[config.mk]
export PLATFORM = sky130hd
export DESIGN_NAME = dcache_direct_mapped_flat
export DESIGN_NICKNAME = d
export VERILOG_FILES = /design/src/rtl/dcache_pkg.sv /design/src/rtl/dcache_direct_mapped_if.sv /design/src/rtl/dcache_line_store.sv /design/src/rtl/dcache_direct_mapped.sv /design/src/flat_wrapper.sv
export SDC_FILE = /design/constraint.sdc
export NUM_CORES = 2
export LEC_CHECK = 0
export BUFFER_PORTS_ARGS = -buffer_cell sky130_fd_sc_hd__buf_2
export CELL_PAD_IN_SITES_DETAIL_PLACEMENT = 0
export CELL_PAD_IN_SITES_GLOBAL_PLACEMENT = 1
export CORE_MARGIN = 2
export CORE_UTILIZATION = 55
export CTS_CLUSTER_DIAMETER = 30
export DETAILED_ROUTE_END_ITERATION = 6
export PLACE_DENSITY_LB_ADDON = 0.25
export SKIP_CTS_REPAIR_TIMING = 1
export SYNTH_ARGS = -nofsm -noshare
export SYNTH_HDL_FRONTEND = slang
export SYNTH_SLANG_ARGS = --single-unit
[constraint.sdc]
create_clock -name clk -period 5 [get_ports clk]
set_input_delay 0.75 -clock clk [delete_from_list [all_inputs] [get_ports clk]]
set_output_delay 0.75 -clock clk [all_outputs]
set_load 0.01 [all_outputs]
[src/rtl/dcache_pkg.sv]
`default_nettype none
// ============================================================================
// Module      : dcache_pkg
// Description : Shared types and address-field helpers for the direct-mapped
//               write-through data cache.
// Revision    : 1.0 - initial release
// ============================================================================
package dcache_pkg;

  // Cache controller states: serving requests, or streaming a line in.
  typedef enum logic [0:0] {
    IDLE   = 1'b0,
    REFILL = 1'b1
  } state_t;

  // Helpers work on a wide address so one set of functions fits any width.
  localparam int c_ADDR_MAX = 64;
  typedef logic [c_ADDR_MAX-1:0] addr_t;

  // Byte offset inside a line: word select plus the two byte-in-word bits.
  function automatic int offset_bits(input int line_words);
    return $clog2(line_words) + 2;
  endfunction

  function automatic int index_bits(input int sets);
    return $clog2(sets);
  endfunction

  function automatic int tag_bits(input int addr_width, input int sets, input int line_words);
    return addr_width - index_bits(sets) - offset_bits(line_words);
  endfunction

  function automatic addr_t get_word_sel(input addr_t a, input int line_words);
    return (a >> 2) & addr_t'(line_words - 1);
  endfunction

  function automatic addr_t get_index(input addr_t a, input int sets, input int line_words);
    return (a >> offset_bits(line_words)) & addr_t'(sets - 1);
  endfunction

  function automatic addr_t get_tag(input addr_t a, input int sets, input int line_words);
    return a >> (offset_bits(line_words) + index_bits(sets));
  endfunction

endpackage
`default_nettype wire

[src/rtl/dcache_direct_mapped_if.sv]
`default_nettype none
// ============================================================================
// Module      : dcache_direct_mapped_if
// Description : CPU-side and memory-side signal bundle of the data cache.
//               slave  = the cache itself
//               master = its environment (CPU load/store path plus memory)
// Revision    : 1.0 - initial release
// ============================================================================
interface dcache_direct_mapped_if #(
  parameter int ADDRESS_WIDTH = 32,
  parameter int DATA_WIDTH    = 32
);
  // CPU side
  logic                     req;
  logic                     WE;
  logic                     addr_mode;
  logic [ADDRESS_WIDTH-1:0] A;
  logic [DATA_WIDTH-1:0]    WD;
  logic [DATA_WIDTH-1:0]    RD;
  logic                     stall;
  // Memory side
  logic [ADDRESS_WIDTH-1:0] mem_A;
  logic                     mem_WE;
  logic                     mem_addr_mode;
  logic [DATA_WIDTH-1:0]    mem_WD;
  logic [DATA_WIDTH-1:0]    mem_RD;
  // Performance counters
  logic [31:0]              hit_count;
  logic [31:0]              miss_count;

  modport slave (
    input  req, WE, addr_mode, A, WD, mem_RD,
    output RD, stall, mem_A, mem_WE, mem_addr_mode, mem_WD, hit_count, miss_count
  );

  modport master (
    output req, WE, addr_mode, A, WD, mem_RD,
    input  RD, stall, mem_A, mem_WE, mem_addr_mode, mem_WD, hit_count, miss_count
  );
endinterface
`default_nettype wire

[src/rtl/dcache_line_store.sv]
`default_nettype none
// ============================================================================
// Module      : dcache_line_store
// Description : Valid/tag/data arrays of the direct-mapped cache.
//               Combinational read by index, synchronous word/byte writes,
//               valid set and invalidate, asynchronous clear of valid bits.
// Revision    : 1.0 - initial release
// ============================================================================
module dcache_line_store
  import dcache_pkg::*;
#(
  parameter int INDEX_BITS = 4,
  parameter int WS_BITS    = 2,
  parameter int TAG_BITS   = 24,
  parameter int DATA_WIDTH = 32
) (
  input  wire logic                  clk,
  input  wire logic                  rst_n,
  // Read port
  input  wire logic [INDEX_BITS-1:0] i_rd_index,
  input  wire logic [WS_BITS-1:0]    i_rd_word_sel,
  output logic                       o_rd_valid,
  output logic [TAG_BITS-1:0]        o_rd_tag,
  output logic [DATA_WIDTH-1:0]      o_rd_word,
  // Write port
  input  wire logic                  i_word_we,
  input  wire logic                  i_byte_we,
  input  wire logic [INDEX_BITS-1:0] i_wr_index,
  input  wire logic [WS_BITS-1:0]    i_wr_word_sel,
  input  wire logic [1:0]            i_wr_byte_sel,
  input  wire logic [DATA_WIDTH-1:0] i_wr_data,
  // Line validation (uses i_wr_index) and invalidation
  input  wire logic                  i_set_valid,
  input  wire logic [TAG_BITS-1:0]   i_set_tag,
  input  wire logic                  i_inv_en,
  input  wire logic [INDEX_BITS-1:0] i_inv_index_a,
  input  wire logic [INDEX_BITS-1:0] i_inv_index_b
);

  localparam int c_SETS  = 1 << INDEX_BITS;
  localparam int c_WORDS = 1 << WS_BITS;
  localparam int c_LANES = DATA_WIDTH / 8;

  logic [c_SETS-1:0]     r_valid;
  logic [TAG_BITS-1:0]   r_tag  [c_SETS];
  logic [DATA_WIDTH-1:0] r_data [c_SETS][c_WORDS];

  assign o_rd_valid = r_valid[i_rd_index];
  assign o_rd_tag   = r_tag[i_rd_index];
  assign o_rd_word  = r_data[i_rd_index][i_rd_word_sel];

  // Valid bits: async clear; invalidate first so a same-edge set would win.
  always_ff @(posedge clk or negedge rst_n) begin
    if (!rst_n) begin
      r_valid <= '0;
    end else begin
      if (i_inv_en) begin
        r_valid[i_inv_index_a] <= 1'b0;
        r_valid[i_inv_index_b] <= 1'b0;
      end
      if (i_set_valid) begin
        r_valid[i_wr_index] <= 1'b1;
      end
    end
  end

  // Tag captured when a refill completes.
  always_ff @(posedge clk) begin
    if (i_set_valid) begin
      r_tag[i_wr_index] <= i_set_tag;
    end
  end

  // Data words: full-word write (refill or word store) or single byte lane.
  always_ff @(posedge clk) begin
    if (i_word_we) begin
      r_data[i_wr_index][i_wr_word_sel] <= i_wr_data;
    end else if (i_byte_we) begin
      for (int b = 0; b < c_LANES; b++) begin
        if (i_wr_byte_sel == 2'(b)) begin
          r_data[i_wr_index][i_wr_word_sel][b*8 +: 8] <= i_wr_data[7:0];
        end
      end
    end
  end

endmodule
`default_nettype wire

[src/rtl/dcache_direct_mapped.sv]
`default_nettype none
// ============================================================================
// Module      : dcache_direct_mapped
// Description : Direct-mapped, write-through, no-write-allocate data cache.
//               Load misses stall while a line is refilled one word per
//               cycle; stores always write through in the same cycle.
// Revision    : 1.0 - initial release
// ============================================================================
module dcache_direct_mapped
  import dcache_pkg::*;
#(
  parameter int ADDRESS_WIDTH = 32,
  parameter int DATA_WIDTH    = 32,
  parameter int SETS          = 16,
  parameter int LINE_WORDS    = 4
) (
  input  wire logic             clk,
  input  wire logic             rst_n,
  dcache_direct_mapped_if.slave bus
);

  localparam int c_INDEX_BITS = index_bits(SETS);
  localparam int c_TAG_BITS   = tag_bits(ADDRESS_WIDTH, SETS, LINE_WORDS);
  localparam int c_WS_BITS    = $clog2(LINE_WORDS);
  localparam logic [c_WS_BITS-1:0] c_LAST_WORD = c_WS_BITS'(LINE_WORDS - 1);

  state_t                  r_state;
  state_t                  w_state_next;
  logic [c_TAG_BITS-1:0]   r_tag;
  logic [c_INDEX_BITS-1:0] r_index;
  logic [c_WS_BITS-1:0]    r_cnt;
  logic [31:0]             r_hit_count;
  logic [31:0]             r_miss_count;

  // Address field split of the CPU address and of A+3 (last byte of a
  // misaligned word, which may live in the next line).
  addr_t w_a_ext, w_a3_ext;
  addr_t w_tag_full, w_index_full, w_ws_full, w_index3_full;
  logic [c_TAG_BITS-1:0]   w_tag;
  logic [c_INDEX_BITS-1:0] w_index;
  logic [c_INDEX_BITS-1:0] w_index3;
  logic [c_WS_BITS-1:0]    w_ws;
  logic                    w_unused_fields;

  assign w_a_ext       = addr_t'(bus.A);
  assign w_a3_ext      = addr_t'(bus.A + ADDRESS_WIDTH'(3));
  assign w_tag_full    = get_tag(w_a_ext, SETS, LINE_WORDS);
  assign w_index_full  = get_index(w_a_ext, SETS, LINE_WORDS);
  assign w_ws_full     = get_word_sel(w_a_ext, LINE_WORDS);
  assign w_index3_full = get_index(w_a3_ext, SETS, LINE_WORDS);
  assign w_tag         = w_tag_full[c_TAG_BITS-1:0];
  assign w_index       = w_index_full[c_INDEX_BITS-1:0];
  assign w_ws          = w_ws_full[c_WS_BITS-1:0];
  assign w_index3      = w_index3_full[c_INDEX_BITS-1:0];
  assign w_unused_fields = ^{w_tag_full[c_ADDR_MAX-1:c_TAG_BITS],
                             w_index_full[c_ADDR_MAX-1:c_INDEX_BITS],
                             w_ws_full[c_ADDR_MAX-1:c_WS_BITS],
                             w_index3_full[c_ADDR_MAX-1:c_INDEX_BITS]};

  // Line store connections
  logic                    w_line_valid;
  logic [c_TAG_BITS-1:0]   w_line_tag;
  logic [DATA_WIDTH-1:0]   w_line_word;
  logic                    w_word_we, w_byte_we, w_set_valid, w_inv_en;
  logic [c_INDEX_BITS-1:0] w_wr_index;
  logic [c_WS_BITS-1:0]    w_wr_word_sel;
  logic [DATA_WIDTH-1:0]   w_wr_data;

  dcache_line_store #(
    .INDEX_BITS (c_INDEX_BITS),
    .WS_BITS    (c_WS_BITS),
    .TAG_BITS   (c_TAG_BITS),
    .DATA_WIDTH (DATA_WIDTH)
  ) u_line_store (
    .clk           (clk),
    .rst_n         (rst_n),
    .i_rd_index    (w_index),
    .i_rd_word_sel (w_ws),
    .o_rd_valid    (w_line_valid),
    .o_rd_tag      (w_line_tag),
    .o_rd_word     (w_line_word),
    .i_word_we     (w_word_we),
    .i_byte_we     (w_byte_we),
    .i_wr_index    (w_wr_index),
    .i_wr_word_sel (w_wr_word_sel),
    .i_wr_byte_sel (bus.A[1:0]),
    .i_wr_data     (w_wr_data),
    .i_set_valid   (w_set_valid),
    .i_set_tag     (r_tag),
    .i_inv_en      (w_inv_en),
    .i_inv_index_a (w_index),
    .i_inv_index_b (w_index3)
  );

  logic       w_hit, w_aligned, w_load, w_store;
  logic [7:0] w_line_byte;
  logic       w_hit_inc, w_miss_inc;

  assign w_hit     = w_line_valid && (w_line_tag == w_tag);
  assign w_aligned = bus.addr_mode || (bus.A[1:0] == 2'b00);
  assign w_load    = bus.req && !bus.WE;
  assign w_store   = bus.req && bus.WE;

  // Little-endian byte lane pick for byte-load hits.
  always_comb begin
    w_line_byte = w_line_word[7:0];
    case (bus.A[1:0])
      2'd1:    w_line_byte = w_line_word[15:8];
      2'd2:    w_line_byte = w_line_word[23:16];
      2'd3:    w_line_byte = w_line_word[31:24];
      default: w_line_byte = w_line_word[7:0];
    endcase
  end

  // Next state, CPU/memory outputs and line-store write controls.
  always_comb begin
    w_state_next      = r_state;
    bus.stall         = 1'b0;
    bus.RD            = '0;
    bus.mem_A         = bus.A;
    bus.mem_WE        = 1'b0;
    bus.mem_addr_mode = bus.addr_mode;
    bus.mem_WD        = bus.WD;
    w_word_we         = 1'b0;
    w_byte_we         = 1'b0;
    w_wr_index        = w_index;
    w_wr_word_sel     = w_ws;
    w_wr_data         = bus.WD;
    w_set_valid       = 1'b0;
    w_inv_en          = 1'b0;
    w_hit_inc         = 1'b0;
    w_miss_inc        = 1'b0;
    case (r_state)
      IDLE: begin
        if (w_store) begin
          bus.mem_WE = 1'b1;
          if (!w_aligned) begin
            w_inv_en = 1'b1;
          end else if (w_hit) begin
            w_word_we = !bus.addr_mode;
            w_byte_we = bus.addr_mode;
          end
        end else if (w_load) begin
          if (!w_aligned) begin
            bus.RD = bus.mem_RD;
          end else if (w_hit) begin
            bus.RD    = bus.addr_mode ? {{(DATA_WIDTH-8){1'b0}}, w_line_byte} : w_line_word;
            w_hit_inc = 1'b1;
          end else begin
            bus.stall    = 1'b1;
            w_miss_inc   = 1'b1;
            w_state_next = REFILL;
          end
        end
      end
      REFILL: begin
        bus.stall         = 1'b1;
        bus.mem_A         = {r_tag, r_index, r_cnt, 2'b00};
        bus.mem_addr_mode = 1'b0;
        w_word_we         = 1'b1;
        w_wr_index        = r_index;
        w_wr_word_sel     = r_cnt;
        w_wr_data         = bus.mem_RD;
        if (r_cnt == c_LAST_WORD) begin
          w_set_valid  = 1'b1;
          w_state_next = IDLE;
        end
      end
      default: begin
        w_state_next = IDLE;
      end
    endcase
    // Outputs stay quiet for the whole time reset is held.
    if (!rst_n) begin
      bus.stall  = 1'b0;
      bus.mem_WE = 1'b0;
      bus.RD     = '0;
    end
  end

  // FSM state register.
  always_ff @(posedge clk or negedge rst_n) begin
    if (!rst_n) begin
      r_state <= IDLE;
    end else begin
      r_state <= w_state_next;
    end
  end

  // Refill target capture and word counter.
  always_ff @(posedge clk or negedge rst_n) begin
    if (!rst_n) begin
      r_tag   <= '0;
      r_index <= '0;
      r_cnt   <= '0;
    end else if (w_miss_inc) begin
      r_tag   <= w_tag;
      r_index <= w_index;
      r_cnt   <= '0;
    end else if (r_state == REFILL) begin
      r_cnt <= r_cnt + c_WS_BITS'(1);
    end
  end

  // Hit/miss performance counters (wrap naturally).
  always_ff @(posedge clk or negedge rst_n) begin
    if (!rst_n) begin
      r_hit_count  <= '0;
      r_miss_count <= '0;
    end else begin
      if (w_hit_inc) begin
        r_hit_count <= r_hit_count + 32'd1;
      end
      if (w_miss_inc) begin
        r_miss_count <= r_miss_count + 32'd1;
      end
    end
  end

  assign bus.hit_count  = r_hit_count;
  assign bus.miss_count = r_miss_count;

endmodule
`default_nettype wire

[src/flat_wrapper.sv]
// flat-port wrapper written by rule: the top's interface ports become plain ports
module dcache_direct_mapped_flat import dcache_pkg::*;
#(
  parameter int ADDRESS_WIDTH = 32,
  parameter int DATA_WIDTH    = 32,
  parameter int SETS          = 16,
  parameter int LINE_WORDS    = 4
)
  (clk, rst_n, bus_req, bus_WE, bus_addr_mode, bus_A, bus_WD, bus_mem_RD, bus_RD, bus_stall, bus_mem_A, bus_mem_WE, bus_mem_addr_mode, bus_mem_WD, bus_hit_count, bus_miss_count);
  dcache_direct_mapped_if #(.ADDRESS_WIDTH(ADDRESS_WIDTH), .DATA_WIDTH(DATA_WIDTH)) bus_i ();
  input  wire logic clk;
  input  wire logic rst_n;
  input wire logic [$bits(bus_i.req)-1:0] bus_req;
  input wire logic [$bits(bus_i.WE)-1:0] bus_WE;
  input wire logic [$bits(bus_i.addr_mode)-1:0] bus_addr_mode;
  input wire logic [$bits(bus_i.A)-1:0] bus_A;
  input wire logic [$bits(bus_i.WD)-1:0] bus_WD;
  input wire logic [$bits(bus_i.mem_RD)-1:0] bus_mem_RD;
  output wire logic [$bits(bus_i.RD)-1:0] bus_RD;
  output wire logic [$bits(bus_i.stall)-1:0] bus_stall;
  output wire logic [$bits(bus_i.mem_A)-1:0] bus_mem_A;
  output wire logic [$bits(bus_i.mem_WE)-1:0] bus_mem_WE;
  output wire logic [$bits(bus_i.mem_addr_mode)-1:0] bus_mem_addr_mode;
  output wire logic [$bits(bus_i.mem_WD)-1:0] bus_mem_WD;
  output wire logic [$bits(bus_i.hit_count)-1:0] bus_hit_count;
  output wire logic [$bits(bus_i.miss_count)-1:0] bus_miss_count;
  assign bus_i.req = bus_req;
  assign bus_i.WE = bus_WE;
  assign bus_i.addr_mode = bus_addr_mode;
  assign bus_i.A = bus_A;
  assign bus_i.WD = bus_WD;
  assign bus_i.mem_RD = bus_mem_RD;
  assign bus_RD = bus_i.RD;
  assign bus_stall = bus_i.stall;
  assign bus_mem_A = bus_i.mem_A;
  assign bus_mem_WE = bus_i.mem_WE;
  assign bus_mem_addr_mode = bus_i.mem_addr_mode;
  assign bus_mem_WD = bus_i.mem_WD;
  assign bus_hit_count = bus_i.hit_count;
  assign bus_miss_count = bus_i.miss_count;
  dcache_direct_mapped #(.ADDRESS_WIDTH(ADDRESS_WIDTH), .DATA_WIDTH(DATA_WIDTH), .SETS(SETS), .LINE_WORDS(LINE_WORDS)) u_core (.clk(clk), .rst_n(rst_n), .bus(bus_i));
endmodule
Word-level counts from Yosys, hierarchy flattened
Memory sizes are Yosys's and may differ from the RTL's.
Cells that the tools add are included.
{"block": "op_classes", "muxes": 600, "n_bitwise": 520, "reduce_logical": 12, "magnitude_cmp": 9, "n_eq_ne": 5, "addsub": 4}
{"op": "$mux W128", "n": 5}
{"op": "$mux W1", "n": 559}
{"op": "$or A1 B1 Y1", "n": 512}
{"op": "$mux W32", "n": 13}
{"op": "$demux W32 S2", "n": 5}
{"op": "$add A32 B1 Y32 const B", "n": 2}
{"op": "$bmux W32 S2", "n": 1}
{"op": "$mux W16", "n": 3}
{"op": "$and A16 B16 Y16", "n": 2}
{"op": "$not A16 Y16", "n": 2}
{"op": "$eq A24 B24 Y1", "n": 1}
{"op": "$mux W24", "n": 1}
{"op": "$pmux W8 S3", "n": 1}
{"op": "$or A16 B16 Y16", "n": 1}
{"op": "$lt A4 B5 Y1 const B", "n": 3}
{"op": "$demux W1 S4", "n": 3}
{"op": "$ge A4 B1 Y1 const B", "n": 3}
{"op": "$add A8 B2 Y8 const B", "n": 1}
{"op": "$mux W8", "n": 1}
{"op": "$logic_and A1 B1 Y1", "n": 7}
{"op": "$eq A2 B2 Y1 const B", "n": 3}
{"op": "$ge A3 B3 Y1 const B", "n": 2}
{"op": "$mux W2", "n": 3}
{"op": "$not A2 Y3", "n": 2}
{"op": "other kinds (11)", "n": 14}
{"block": "totals", "register_bits": 111, "memories": 2, "mem_bits_rw": 2432}
{"memory": "u_core.u_line_store.r_data", "words": 16, "width": 128, "read_ports": 1, "rd_ports_with_merged_regs": 0, "write_ports": 1, "line_no": "dcache_line_store.sv:46", "rtl": "logic [DATA_WIDTH-1:0] r_data [c_SETS][c_WORDS];"}
{"memory": "u_core.u_line_store.r_tag", "words": 16, "width": 24, "read_ports": 1, "rd_ports_with_merged_regs": 0, "write_ports": 1, "line_no": "dcache_line_store.sv:45", "rtl": "logic [TAG_BITS-1:0] r_tag [c_SETS];"}

Logic depth before layout (Yosys ltp)
{"block": "depth", "ltp_word": 14, "depth_mapped": 17}

By module
From an unflattened synthesis, not the netlist that was laid out.
{"block": "hier_totals", "hier_cells": 4909, "area_unflattened_um2": 101935.3}
{"module": "dcache_line_store", "area_each_um2": 95570.4, "cells_per_inst": 4296, "instances": 1}
{"module": "dcache_direct_mapped", "area_each_um2": 6364.9, "cells_per_inst": 613, "instances": 1}

Least setup slack after synthesis
Ideal clock, no wire load.
{"block": "synth_path", "path_kind": "input port to output port", "from": "input bus_A[4]", "to": "output bus_RD[0]", "path_buffers": 6, "setup_slack_ns": 0.465, "arrival_ns": 3.785, "path_stages": 12, "cell_sequence": "buf_6 > buf_6 > buf_6 > buf_6 > buf_2 > buf_2 > mux4_2 > mux4_2 > mux4_2 > o221a_2 > o221ai_1 > o21ai_2"}
{"block": "synth_between", "elab_chain_cells": 12, "word_cells_on_any_way": 17, "classes_between": "1 x eq/ne; 13 x mux; 1 x reduce/logical; 2 x memory"}
{"item": "start, declared", "line_no": "flat_wrapper.sv:16", "rtl": "input wire logic [$bits(bus_i.A)-1:0] bus_A;"}
{"item": "$mem_v2 Z16 W128"}
{"item": "$bmux W32 S2", "line_no": "dcache_line_store.sv:50", "rtl": "assign o_rd_word = r_data[i_rd_index][i_rd_word_sel];"}
{"item": "$mux W32 (not written as such) (2 in series)", "line_no": "dcache_line_store.sv:50"}
{"item": "$pmux W8 S3", "line_no": "dcache_direct_mapped.sv:107", "rtl": "case (bus.A[1:0])"}
{"item": "$mux W32", "line_no": "dcache_direct_mapped.sv:147", "rtl": "bus.RD = bus.addr_mode ? {{(DATA_WIDTH-8){1'b0}}, w_line_byte} : w_line_word;"}
{"item": "$mux W32 (*)", "line_no": "dcache_direct_mapped.sv:146", "rtl": "end else if (w_hit) begin"}
{"item": "$mux W32 (*)", "line_no": "dcache_direct_mapped.sv:144", "rtl": "if (!w_aligned) begin"}
{"item": "$mux W32 (*)", "line_no": "dcache_direct_mapped.sv:143", "rtl": "end else if (w_load) begin"}
{"item": "$mux W32 (*)", "line_no": "dcache_direct_mapped.sv:135", "rtl": "if (w_store) begin"}
{"item": "$mux W32 (*)", "line_no": "dcache_direct_mapped.sv:133", "rtl": "case (r_state)"}
{"item": "$mux W32 (*)", "line_no": "dcache_direct_mapped.sv:174", "rtl": "if (!rst_n) begin"}
{"item": "end, declared", "line_no": "flat_wrapper.sv:19", "rtl": "output wire logic [$bits(bus_i.RD)-1:0] bus_RD;"}
Every way passes the cells marked *; elsewhere a longest branch is shown, timed or not. The select of a mux whose other input is x is not followed.

Worst setup path after layout
{"block": "layout_path", "from": "memory u_core.u_line_store.r_tag[11][14]", "to": "output bus_RD[6]"}
{"block": "layout_between", "elab_chain_cells": 9}
{"item": "start, declared", "line_no": "dcache_line_store.sv:45"}
{"item": "$mem_v2 Z16 W24"}
{"item": "$eq A24 B24 Y1", "line_no": "dcache_direct_mapped.sv:99", "rtl": "assign w_hit = w_line_valid && (w_line_tag == w_tag);"}
{"item": "$logic_and A1 B1 Y1", "line_no": "dcache_direct_mapped.sv:99"}
{"item": "$mux W32", "line_no": "dcache_direct_mapped.sv:146"}
{"item": "$mux W32", "line_no": "dcache_direct_mapped.sv:144"}
{"item": "$mux W32", "line_no": "dcache_direct_mapped.sv:143"}
{"item": "$mux W32", "line_no": "dcache_direct_mapped.sv:135"}
{"item": "$mux W32", "line_no": "dcache_direct_mapped.sv:133"}
{"item": "$mux W32", "line_no": "dcache_direct_mapped.sv:174"}
Every way passes these cells.

==> results.json <==
{
  "status": "finished with violations",
  "violations": "hold timing, setup timing",
  "p_leak_uw": 0.04493,
  "netlist_top_cells_area": "edfxtp_1, mux4_2, dfrtp_1",
  "setup_viol": 33,
  "start_util_pct": 55.39,
  "setup_slack_ns": -0.3349,
  "critical_path_class": "register to output pin",
  "yosysTopAreaCell": "edfxtp_1",
  "ant_nets": 0,
  "crit_family": "simple AND/OR/NAND/NOR gates",
  "wl_per_cell_um": 32.72,
  "required_ns": 4.25,
  "start_kind": "register",
  "areaGrowthSynthToFinish_pct": 24.32,
  "yosysWarnings": 0,
  "reg2reg_slack_ns": 0.39,
  "r2r_cells": 12,
  "cts_buffer_depth": 4,
  "rsz0062_at_grt": "true",
  "clkSinkCount": 2543,
  "rr_endpoint": "u_core.u_line_store.r_data[7][16]$_DFFE_PP_",
  "clock-root-buffer": "clkbuf_16",
  "cts_tree": "built",
  "grt_util_all_layers_pct": 30.45,
  "grt_pass1_wl_um": 410800,
  "fin_skew_ns": 0.07697,
  "layout-drive-gt1-share_pct": 39.84,
  "clkLatencyLatePin_ns": 1.00,
  "dp_hpwl_um": 181500,
  "critPathArrivalTime_ns": 4.58,
  "yosys.cell_types.count": 67,
  "ys_seq_elements": 2543,
  "clkSlewWorstSetupHoldPaths_ns": 0.05,
  "r2r-start": "u_core.u_line_store.r_tag[4][13]$_DFFE_PP_",
  "preCtsSetupSlack_ns": -0.4671,
  "ys_seq_area_share_pct": 73.81,
  "ctsHtreeMaxLevel": 5,
  "slowest_delay_ns": 0.61,
  "fin_hold_ws_ns": -0.02233,
  "syn-num-nets": 5028,
  "period_share_pct": 106.7,
  "cpMostUsedCell": "o21ai_2",
  "hold_path_class": "primary input to async pin",
  "synth_edf_count": 2432,
  "maxCapViolCount": 0,
  "slew-limit-headroom_pct": 8.282,
  "max_slew.worst_pin.slew_ns": 1.338,
  "synth_top_area_share_pct": 71.11,
  "power_uw": 67450,
  "dieHeight_um": 436.1,
  "cp_slowest_cell": "or4_4",
  "cp_max_fo": 8,
  "synth_most_common_cell": "edfxtp_1",
  "synth_common_cells": "edfxtp_1, mux4_2, nor2_1, mux2i_1, nand2_1",
  "crit_path_end_kind": "output pin",
  "drc": 0,
  "cts_made_buffers": 480,
  "port_buffers": 263,
  "nets": 6067,
  "drtIter0Drc": 6975,
  "routed_wl_um": 289400,
  "antenna_found_initial": 9,
  "grt_overflow": 0,
  "p_per_area_mw_per_mm2": 528.3,
  "clock.fmax_mhz": 187.4,
  "hold_viol_final": 8,
  "ioPinCount": 264,
  "gp_congestion": 0.9321,
  "die_w_um": 436.1,
  "min_period_ns": 5.335,
  "viasPerCell": 6.328,
  "async_flop_share_pct": 4.365,
  "syn_inst": 4924,
  "critPathBufInv": 2,
  "row_count": 158,
  "grt_max_degree": 113,
  "final-max-slew-violation-count": 0,
  "crit_chain": "mux4_2 -> mux2i_1 -> xor2_1 -> o2111ai_1 -> o31ai_1 -> o21ai_2 -> or4_4 -> or3b_4 -> buf_12 -> o21ai_2 -> buf_2",
  "dr_total_vias": 55980,
  "firstDrtPassIters": 6,
  "syn_area_sq_mm": 0.1027,
  "design.core.area_sq_mm": 0.1854,
  "avgSynthCellArea_sq_um": 20.86,
  "die-area_sq_mm": 0.1902,
  "synth_ff_type": "edfxtp_1",
  "grt_pass1_vias": 56710,
  "nFillCells": 11510,
  "ir_drop_v": 0.0003804
}
kinds of logic (layout without fill, tap and decap cells):
logic type | after synthesis | after routing | share of synthesized area (%)
flops | 2543 | 2543 | 73.81
mux | 1021 | 1021 | 18.97
simple gates | 740 | 740 | 3.319
buf+inv | 334 | 1768 | 1.749
compound gates | 188 | 188 | 1.308
xor+xnor | 95 | 95 | 0.8101
fa+ha+maj | 3 | 3 | 0.03655
other cells | 0 | 8 | 0
sequential cells by signal (all words and copies together) (netlist names), 2 cells and up:
| signal | count |
|---|---|
| u_core.r_cnt | 2 |
| u_core.bus.hit_count | 32 |
| u_core.u_line_store.r_tag | 384 |
| u_core.u_line_store.r_valid | 16 |
| u_core.bus.miss_count | 32 |
| u_core.u_line_store.r_data | 2048 |
| u_core.r_tag | 24 |
| u_core.r_index | 4 |
how the worst max path moves through the flow:
| stage | startpoint | endpoint | slack [ns] | cells after the start |
|---|---|---|---|---|
| after floorplan | bus_A[4] | bus_RD[0] | 0.47 | 12 |
| after global placement | bus_A[5] | bus_RD[3] | -0.49 | 13 |
| after detailed placement | bus_A[5] | bus_RD[6] | -0.47 | 13 |
| after CTS | u_core.u_line_store.r_tag[4][13]$_DFFE_PP_ | bus_RD[6] | -0.79 | 11 |
| after global routing | u_core.u_line_store.r_tag[11][8]$_DFFE_PP_ | bus_RD[6] | -0.41 | 11 |
| final | u_core.u_line_store.r_tag[11][14]$_DFFE_PP_ | bus_RD[6] | -0.33 | 11 |
layer usage:
layer | vias to the layer above | GRT usage (%) | wire, um
met5 | - | 0 | 104
met4 | 14 | 13.03 | 12360
met3 | 605 | 8.628 | 29510
met2 | 3242 | 48.12 | 140600
met1 | 29540 | 39.98 | 106800
li1 | 22580 | - | -
area by class of cell:
cell class | instances | area (sq um) | area share [%]
multi-input combinational | 2047 | 25370 | 19.87
antenna | 8 | 20.02 | 0.01568
sequential | 2543 | 75810 | 59.38
inverter | 28 | 112.6 | 0.08820
clock buffer | 540 | 12380 | 9.698
clock inverter | 337 | 3821 | 2.993
tap | 2480 | 3103 | 2.430
timing repair buffer | 863 | 7061 | 5.530
metrics by stage:
stage | utilization [%] | cells | cell area (sq um) | setup TNS, ns | hold WS, ns
after floorplan | - | 4924 | 102700 | 0 | 0.4443
after global placement | 59.99 | 7957 | 111200 | -284.50 | 0.4509
after detailed placement | 60.00 | 7958 | 111300 | -399.65 | 0.4557
after CTS | 68.74 | 8835 | 127500 | -21.38 | -0.02771
after global routing | 68.85 | 8841 | 127700 | -10.38 | 0.02198
final | 68.86 | 8846 | 127700 | -7.982 | -0.02233
power by group:
part           internal [uW]  leakage (uW)  total, uW  switching [uW]
combinational           2510        0.0138       8080            5570
sequential             26600        0.0234      27400             821
clock                  21200       0.00780      32000           10800
cells in the final DEF, fill, tap and decap left out, types with 14 or more instances in the layout:
master,instances
inv_6,44
nor3_1,36
clkinv_1,66
clkbuf_1,50
bufinv_16,67
buf_2,256
nand2b_1,27
a21oi_1,27
mux4_2,733
nor2b_1,14
clkinv_4,46
nand2_1,207
mux2_2,70
xnor2_1,30
a32oi_1,14
o21ai_0,33
buf_4,505
clkinvlp_4,47
nor2_1,320
buf_12,95
dfrtp_1,110
a22oi_1,14
inv_1,18
xor2_1,65
and2_2,16
nand4_1,20
mux2i_1,208
clkinv_2,57
edfxtp_1,2432
and3_1,21
o31ai_2,18
nand3_1,19
clkbuf_16,484
Power figures use the tool's default switching activity.
